[src/rtl/clk_div_gen.sv]
// clk_div_gen: free-running divide counter plus CPU clock generator.
//
// Run modes (i_mode / o_mode_cur): 00 FAST, 01 SLOW, 10 STEP, 11 HOLD.
// clk_cpu is a plain register output, never a gated clock.
//
// Ports:
//   i_clk        system clock
//   i_rst_n      asynchronous, active-low reset
//   i_mode       requested run mode
//   i_step       raw step button (asynchronous)
//   o_clkdiv     free-running divide counter
//   o_clk_cpu    registered CPU clock
//   o_cpu_edge   1-clk strobe in the cycle o_clk_cpu goes 0->1
//   o_cpu_cycles count of o_clk_cpu rising edges
//   o_mode_cur   mode currently driving o_clk_cpu
//   o_switching  mode change pending
module clk_div_gen #(
    parameter int unsigned WIDTH    = 32,
    parameter int unsigned FAST_TAP = 2,
    parameter int unsigned SLOW_TAP = 24,
    parameter int unsigned DEB_CYC  = 4,
    parameter int unsigned STEP_HI  = 3
) (
    input  logic             i_clk,
    input  logic             i_rst_n,
    input  logic [1:0]       i_mode,
    input  logic             i_step,
    output logic [WIDTH-1:0] o_clkdiv,
    output logic             o_clk_cpu,
    output logic             o_cpu_edge,
    output logic [WIDTH-1:0] o_cpu_cycles,
    output logic [1:0]       o_mode_cur,
    output logic             o_switching
);

    localparam logic [1:0] MODE_FAST = 2'b00;
    localparam logic [1:0] MODE_SLOW = 2'b01;
    localparam logic [1:0] MODE_STEP = 2'b10;

    localparam int unsigned DEB_W  = $clog2(DEB_CYC + 1);
    localparam int unsigned STEP_W = $clog2(STEP_HI + 1);
    localparam logic [DEB_W-1:0]  DEB_LAST  = DEB_W'(DEB_CYC - 1);
    localparam logic [STEP_W-1:0] STEP_LAST = STEP_W'(STEP_HI - 1);

    typedef enum logic {StIdle, StPend} state_e;

    // Divider and CPU clock
    logic [WIDTH-1:0] r_clkdiv;
    logic             r_clk_cpu;
    logic             r_cpu_edge;
    logic [WIDTH-1:0] r_cpu_cycles;

    // Switch FSM
    state_e     r_state, w_state_d;
    logic [1:0] r_tgt, w_tgt_d;
    logic [1:0] r_mode_cur, w_mode_cur_d;
    logic       r_switching, w_switching_d;

    // Step path
    logic              r_sync1, r_sync2;
    logic [DEB_W-1:0]  r_deb_cnt;
    logic              r_step_stb;
    logic              r_step_hi;
    logic [STEP_W-1:0] r_step_cnt;

    logic w_src_cur, w_src_tgt, w_cpu_rise;
    logic w_stb_change, w_step_accept;

    function automatic logic src_of(input logic [1:0] m, input logic fast, input logic slow,
                                    input logic step_hi);
        logic s;
        s = 1'b0;
        case (m)
            MODE_FAST: s = fast;
            MODE_SLOW: s = slow;
            MODE_STEP: s = step_hi;
            default:   s = 1'b0;
        endcase
        return s;
    endfunction

    always_comb begin
        w_src_cur = src_of(r_mode_cur, r_clkdiv[FAST_TAP], r_clkdiv[SLOW_TAP], r_step_hi);
        w_src_tgt = src_of(r_tgt, r_clkdiv[FAST_TAP], r_clkdiv[SLOW_TAP], r_step_hi);
        w_cpu_rise = ~r_clk_cpu & w_src_cur;
    end

    // Debounced level flips once the synchronised input has differed for DEB_CYC clks.
    always_comb begin
        w_stb_change  = (r_sync2 != r_step_stb) && (r_deb_cnt == DEB_LAST);
        w_step_accept = w_stb_change && r_sync2 && (r_mode_cur == MODE_STEP) &&
                        !r_switching && !r_step_hi;
    end

    // Switch only while clk_cpu and the new source are both low, so neither the
    // current phase nor the first phase of the new source gets truncated.
    always_comb begin
        w_state_d     = r_state;
        w_tgt_d       = r_tgt;
        w_mode_cur_d  = r_mode_cur;
        w_switching_d = r_switching;
        case (r_state)
            StIdle: begin
                if (i_mode != r_mode_cur) begin
                    w_tgt_d       = i_mode;
                    w_switching_d = 1'b1;
                    w_state_d     = StPend;
                end
            end
            StPend: begin
                if (i_mode == r_mode_cur) begin
                    w_switching_d = 1'b0;
                    w_state_d     = StIdle;
                end else if (!r_clk_cpu && !w_src_tgt) begin
                    w_mode_cur_d  = r_tgt;
                    w_switching_d = 1'b0;
                    w_state_d     = StIdle;
                end else begin
                    w_tgt_d = i_mode;
                end
            end
            default: w_state_d = StIdle;
        endcase
    end

    always_ff @(posedge i_clk or negedge i_rst_n) begin
        if (!i_rst_n) begin
            r_clkdiv     <= '0;
            r_clk_cpu    <= 1'b0;
            r_cpu_edge   <= 1'b0;
            r_cpu_cycles <= '0;
            r_state      <= StIdle;
            r_tgt        <= MODE_FAST;
            r_mode_cur   <= MODE_FAST;
            r_switching  <= 1'b0;
        end else begin
            r_clkdiv   <= r_clkdiv + WIDTH'(1);
            r_clk_cpu  <= w_src_cur;
            r_cpu_edge <= w_cpu_rise;
            if (w_cpu_rise) begin
                r_cpu_cycles <= r_cpu_cycles + WIDTH'(1);
            end
            r_state     <= w_state_d;
            r_tgt       <= w_tgt_d;
            r_mode_cur  <= w_mode_cur_d;
            r_switching <= w_switching_d;
        end
    end

    always_ff @(posedge i_clk or negedge i_rst_n) begin
        if (!i_rst_n) begin
            r_sync1    <= 1'b0;
            r_sync2    <= 1'b0;
            r_deb_cnt  <= '0;
            r_step_stb <= 1'b0;
            r_step_hi  <= 1'b0;
            r_step_cnt <= '0;
        end else begin
            r_sync1 <= i_step;
            r_sync2 <= r_sync1;

            if (r_sync2 == r_step_stb) begin
                r_deb_cnt <= '0;
            end else if (w_stb_change) begin
                r_deb_cnt  <= '0;
                r_step_stb <= r_sync2;
            end else begin
                r_deb_cnt <= r_deb_cnt + DEB_W'(1);
            end

            // Presses arriving while a pulse is active are dropped, not queued.
            if (w_step_accept) begin
                r_step_hi  <= 1'b1;
                r_step_cnt <= STEP_LAST;
            end else if (r_step_hi) begin
                if (r_step_cnt == '0) begin
                    r_step_hi <= 1'b0;
                end else begin
                    r_step_cnt <= r_step_cnt - STEP_W'(1);
                end
            end
        end
    end

    assign o_clkdiv     = r_clkdiv;
    assign o_clk_cpu    = r_clk_cpu;
    assign o_cpu_edge   = r_cpu_edge;
    assign o_cpu_cycles = r_cpu_cycles;
    assign o_mode_cur   = r_mode_cur;
    assign o_switching  = r_switching;

endmodule

[config.mk]
export PLATFORM = sky130hd
export DESIGN_NAME = clk_div_gen
export DESIGN_NICKNAME = d
export VERILOG_FILES = /design/src/rtl/clk_div_gen.sv
export SDC_FILE = /design/constraint.sdc
export NUM_CORES = 1
export LEC_CHECK = 0
export BUFFER_PORTS_ARGS = -buffer_cell sky130_fd_sc_hd__buf_2
export CAP_MARGIN = 20
export CORE_ASPECT_RATIO = 0.9
export CORE_UTILIZATION = 49
export DETAILED_ROUTE_END_ITERATION = 12
export PLACE_DENSITY = 0.78
export SYNTH_ARGS = -nofsm -noshare
export SYNTH_HDL_FRONTEND = slang
export SYNTH_SLANG_ARGS = --single-unit
[constraint.sdc]
create_clock -name i_clk -period 1.7 [get_ports i_clk]
set_input_delay 0.17 -clock i_clk [delete_from_list [all_inputs] [get_ports i_clk]]
set_output_delay 0.17 -clock i_clk [all_outputs]
set_load 0.1 [all_outputs]
==> impl_results.md <==
* Status: finished with violations
* Failing checks: negative setup slack
* All-layer global routing usage at 21.0%
* Area growth from synthesis to layout at 37.4%
* Die outline width at 93.5 µm
* WL/cell at 14.7 µm
* Clock H-tree levels at 3
* Leading cell type in the layout, fill and taps excluded: buf_2
* Slowest stage cell, crit path: or4_4
* Clk_skew at 0.0144 ns
* Crit path DAT at 2.04 ns
* Die Ht at 84.3 µm
* Kind of critical path: reg -> reg
* Final Hold Vio Count at 0
* Full die area at 7880 µm²
* Via density at 5.33
* Crit path cell chain: nand4_4 -> or4_4 -> buf_12 -> nor4_4 -> xor2_1
* Endpoint class of the critical path: flip-flop
* I/O pin count at 74
* Min Clock Period, post-route at 1.78 ns
* Sequential area share after synthesis at 54.9%
* Syn Nets at 333
* Number of diodes at 0
* Total congestion overflow at 0
* Number of buffers created by CTS at 9
* # clock sinks at 81
* Initial Utilization at 51.4%
* Max-cap violations at 0
* Root Buffer Master: clkbuf_8
* Syn Area/Cell at 11.4 µm²
* Tot Pwr at 5.11 mW
* Core Footprint at 7180 µm²
* Max frequency at 0.561 GHz
* CP required at 1.96 ns
* Rel. slew slack at 60.8%
* Primary FF master, synth: dfrtp_1
* CTS tree: done
* #FFs+latches synth at 81
* Clock tree buffer depth at 2
* Synth area leader: dfrtp_1
* Ys Warns at 0
* Post-synth EDFFs at 0
* Detail Route Antenna Nets at 0
* Slew at the pin closest to its max-slew limit at 0.587 ns
* Initial drt markers at 77
* First-pass GRT wire length at 13100 µm
* Netlist cell types at 36
* Synthesized area at 3690 µm²
* CP top delay family: simple AND/OR/NAND/NOR gates
* Largest net degree at the start of global routing at 46
* Final worst slack at -0.0818 ns
* Fillcell total at 554
* Setup-failing EPs final at 8
* RSZ-0062 raised after global routing: yes
* Pwr per Cell Area at 1010 nW/µm²
* Post-place setup slack at -0.0398 ns
* Routed wire length at 7790 µm
* Inst Count DP at 510
* Placed cell areas at 4730 µm²
* P_leak at 2.59 nW
* CP startpoint kind: flip-flop
* Synth top area cells: dfrtp_1 (55%), xnor2_1 (7.8%), xor2_1 (7.4%)
* Vias post-DR at 2826
* CP Buf/Inv Count at 1
* Ys async rst share at 100%
* Rows at 29
* Worst vdd ir at 0.00156 V
* Clk Latency, worst-skew pair at 0.35 ns
* Commonest cells after routing, fill and taps aside: buf_2 (72), dfrtp_4 (40), xnor2_1 (33)
* Initial antenna violation count at 0
* Crit share post-route at 105%
* Vias in the first global route at 2822
* Nets at 441
* Fin area at 5070 µm²
* Gpl congestion at 0.757
* Final HPWL DP at 5740 µm
* Cell Count, Final, Fillers Out at 530
* Crit-path max cell delay at 0.60 ns
* DRC at 0
* Hold Crit Class: in -> reg
* R2R Setup Slk at -0.08 ns
* Slew Limit Fails at 0
* CTS clock-pin slew for the worst setup and hold paths at 0.08 ns
* Synth top area share at 54.9%
* Layout cell share with drive strength beyond 1 at 48.1%
* Cell count after synthesis at 324
* Port Buffers at 73
* Fin util at 70.6%
* Drt pass-1 iters at 4
* Crit-path max FO at 7
-- flip-flops by register name (all words and copies together), names as in the netlist --
register,flops
r_state,1
r_sync2,1
r_tgt,2
r_deb_cnt,3
o_clkdiv,32
o_mode_cur,2
r_step_stb,1
r_sync1,1
r_step_hi,1
o_cpu_edge,1
o_switching,1
o_clk_cpu,1
r_step_cnt,2
o_cpu_cycles,32
-- metrics by stage --
| stage | hold slack [ns] | TNS, ns |
|---|---|---|
| after floorplan | -0.126 | -5.50 |
| after global placement | 0.0550 | 0 |
| after detailed placement | 0.0600 | -0.0858 |
| after CTS | 0.0726 | -0.186 |
| after global routing | 0.0820 | -1.14 |
| final | 0.0836 | -0.260 |
-- synth_stat cells (3+ instances only) --
master,number
and3_1,8
nor2b_1,3
nor2_1,11
mux2_2,6
inv_1,12
xnor2_1,33
nor3_1,14
nand2_1,24
nand3_1,24
nand4_1,17
a21oi_1,3
nor4_1,10
ha_1,4
dfrtp_1,81
clkbuf_1,5
nor4_2,9
xor2_1,31
and4_1,6
-- logic make-up (layout without fill, tap and decap cells) --
logic type	Yosys count	in the layout	synth area share, %
flip-flops	81	81	54.9
multiplexers	8	8	2.37
buffers and inverters	21	134	2.41
XOR/XNOR	64	64	15.2
adder cells (fa/ha/maj)	4	4	1.36
AO/OA/AOI/OAI	8	8	1.46
AND/OR/NAND/NOR	138	138	22.3
-- report_power, final --
part	internal (mW)	switching, mW	total (mW)
clock	0.825	0.664	1.49
combinational	0.360	0.947	1.31
sequential	2.14	0.176	2.32
total	3.33	1.79	5.11
-- cell type report --
| cell class | count | area (µm²) | share of cell area [%] |
|---|---|---|---|
| clock inverters | 4 | 70.1 | 1.38 |
| flip-flops and latches | 81 | 2190 | 43.3 |
| multi-input cells | 222 | 1840 | 36.3 |
| inverters | 12 | 45.0 | 0.888 |
| clock buffers | 12 | 135 | 2.66 |
| well taps | 93 | 116 | 2.29 |
| repair buffers | 106 | 669 | 13.2 |
-- per-layer routing --
layer | share of wire [%] | vias up | wire [µm] | GRT usage [%]
met2 | 49 | 56 | 3820 | 33.8
li1 | - | 1354 | - | -
met5 | 0 | - | 0 | 0
met3 | 4.0 | 9 | 308 | 5.25
met4 | 1.1 | 0 | 89 | 6.01
met1 | 46 | 1407 | 3580 | 28.4
-- worst paths after layout --
check	start	endpoint	depth (start not counted)
worst min register to register	r_sync1	r_sync2	0
worst max-delay path	o_cpu_cycles[4]	o_cpu_cycles[27]	5
min in group asynchronous	i_rst_n	o_cpu_edge	2
max in group asynchronous	i_rst_n	o_cpu_cycles[21]	3
worst min-delay path	i_mode[1]	r_tgt[1]	2
worst max register to register	o_cpu_cycles[4]	o_cpu_cycles[27]	5
-- repair_timing --
item | in CTS | in global routing
endpoints found under the setup margin | 13 | 29
pin swaps | 2 | 8
hold buffers | 2 | 0
resized for setup | 6 | 12
buffers inserted | 0 | 2
endpoints found under the hold margin | 18 | 0
(Power assumes the default switching activity.)
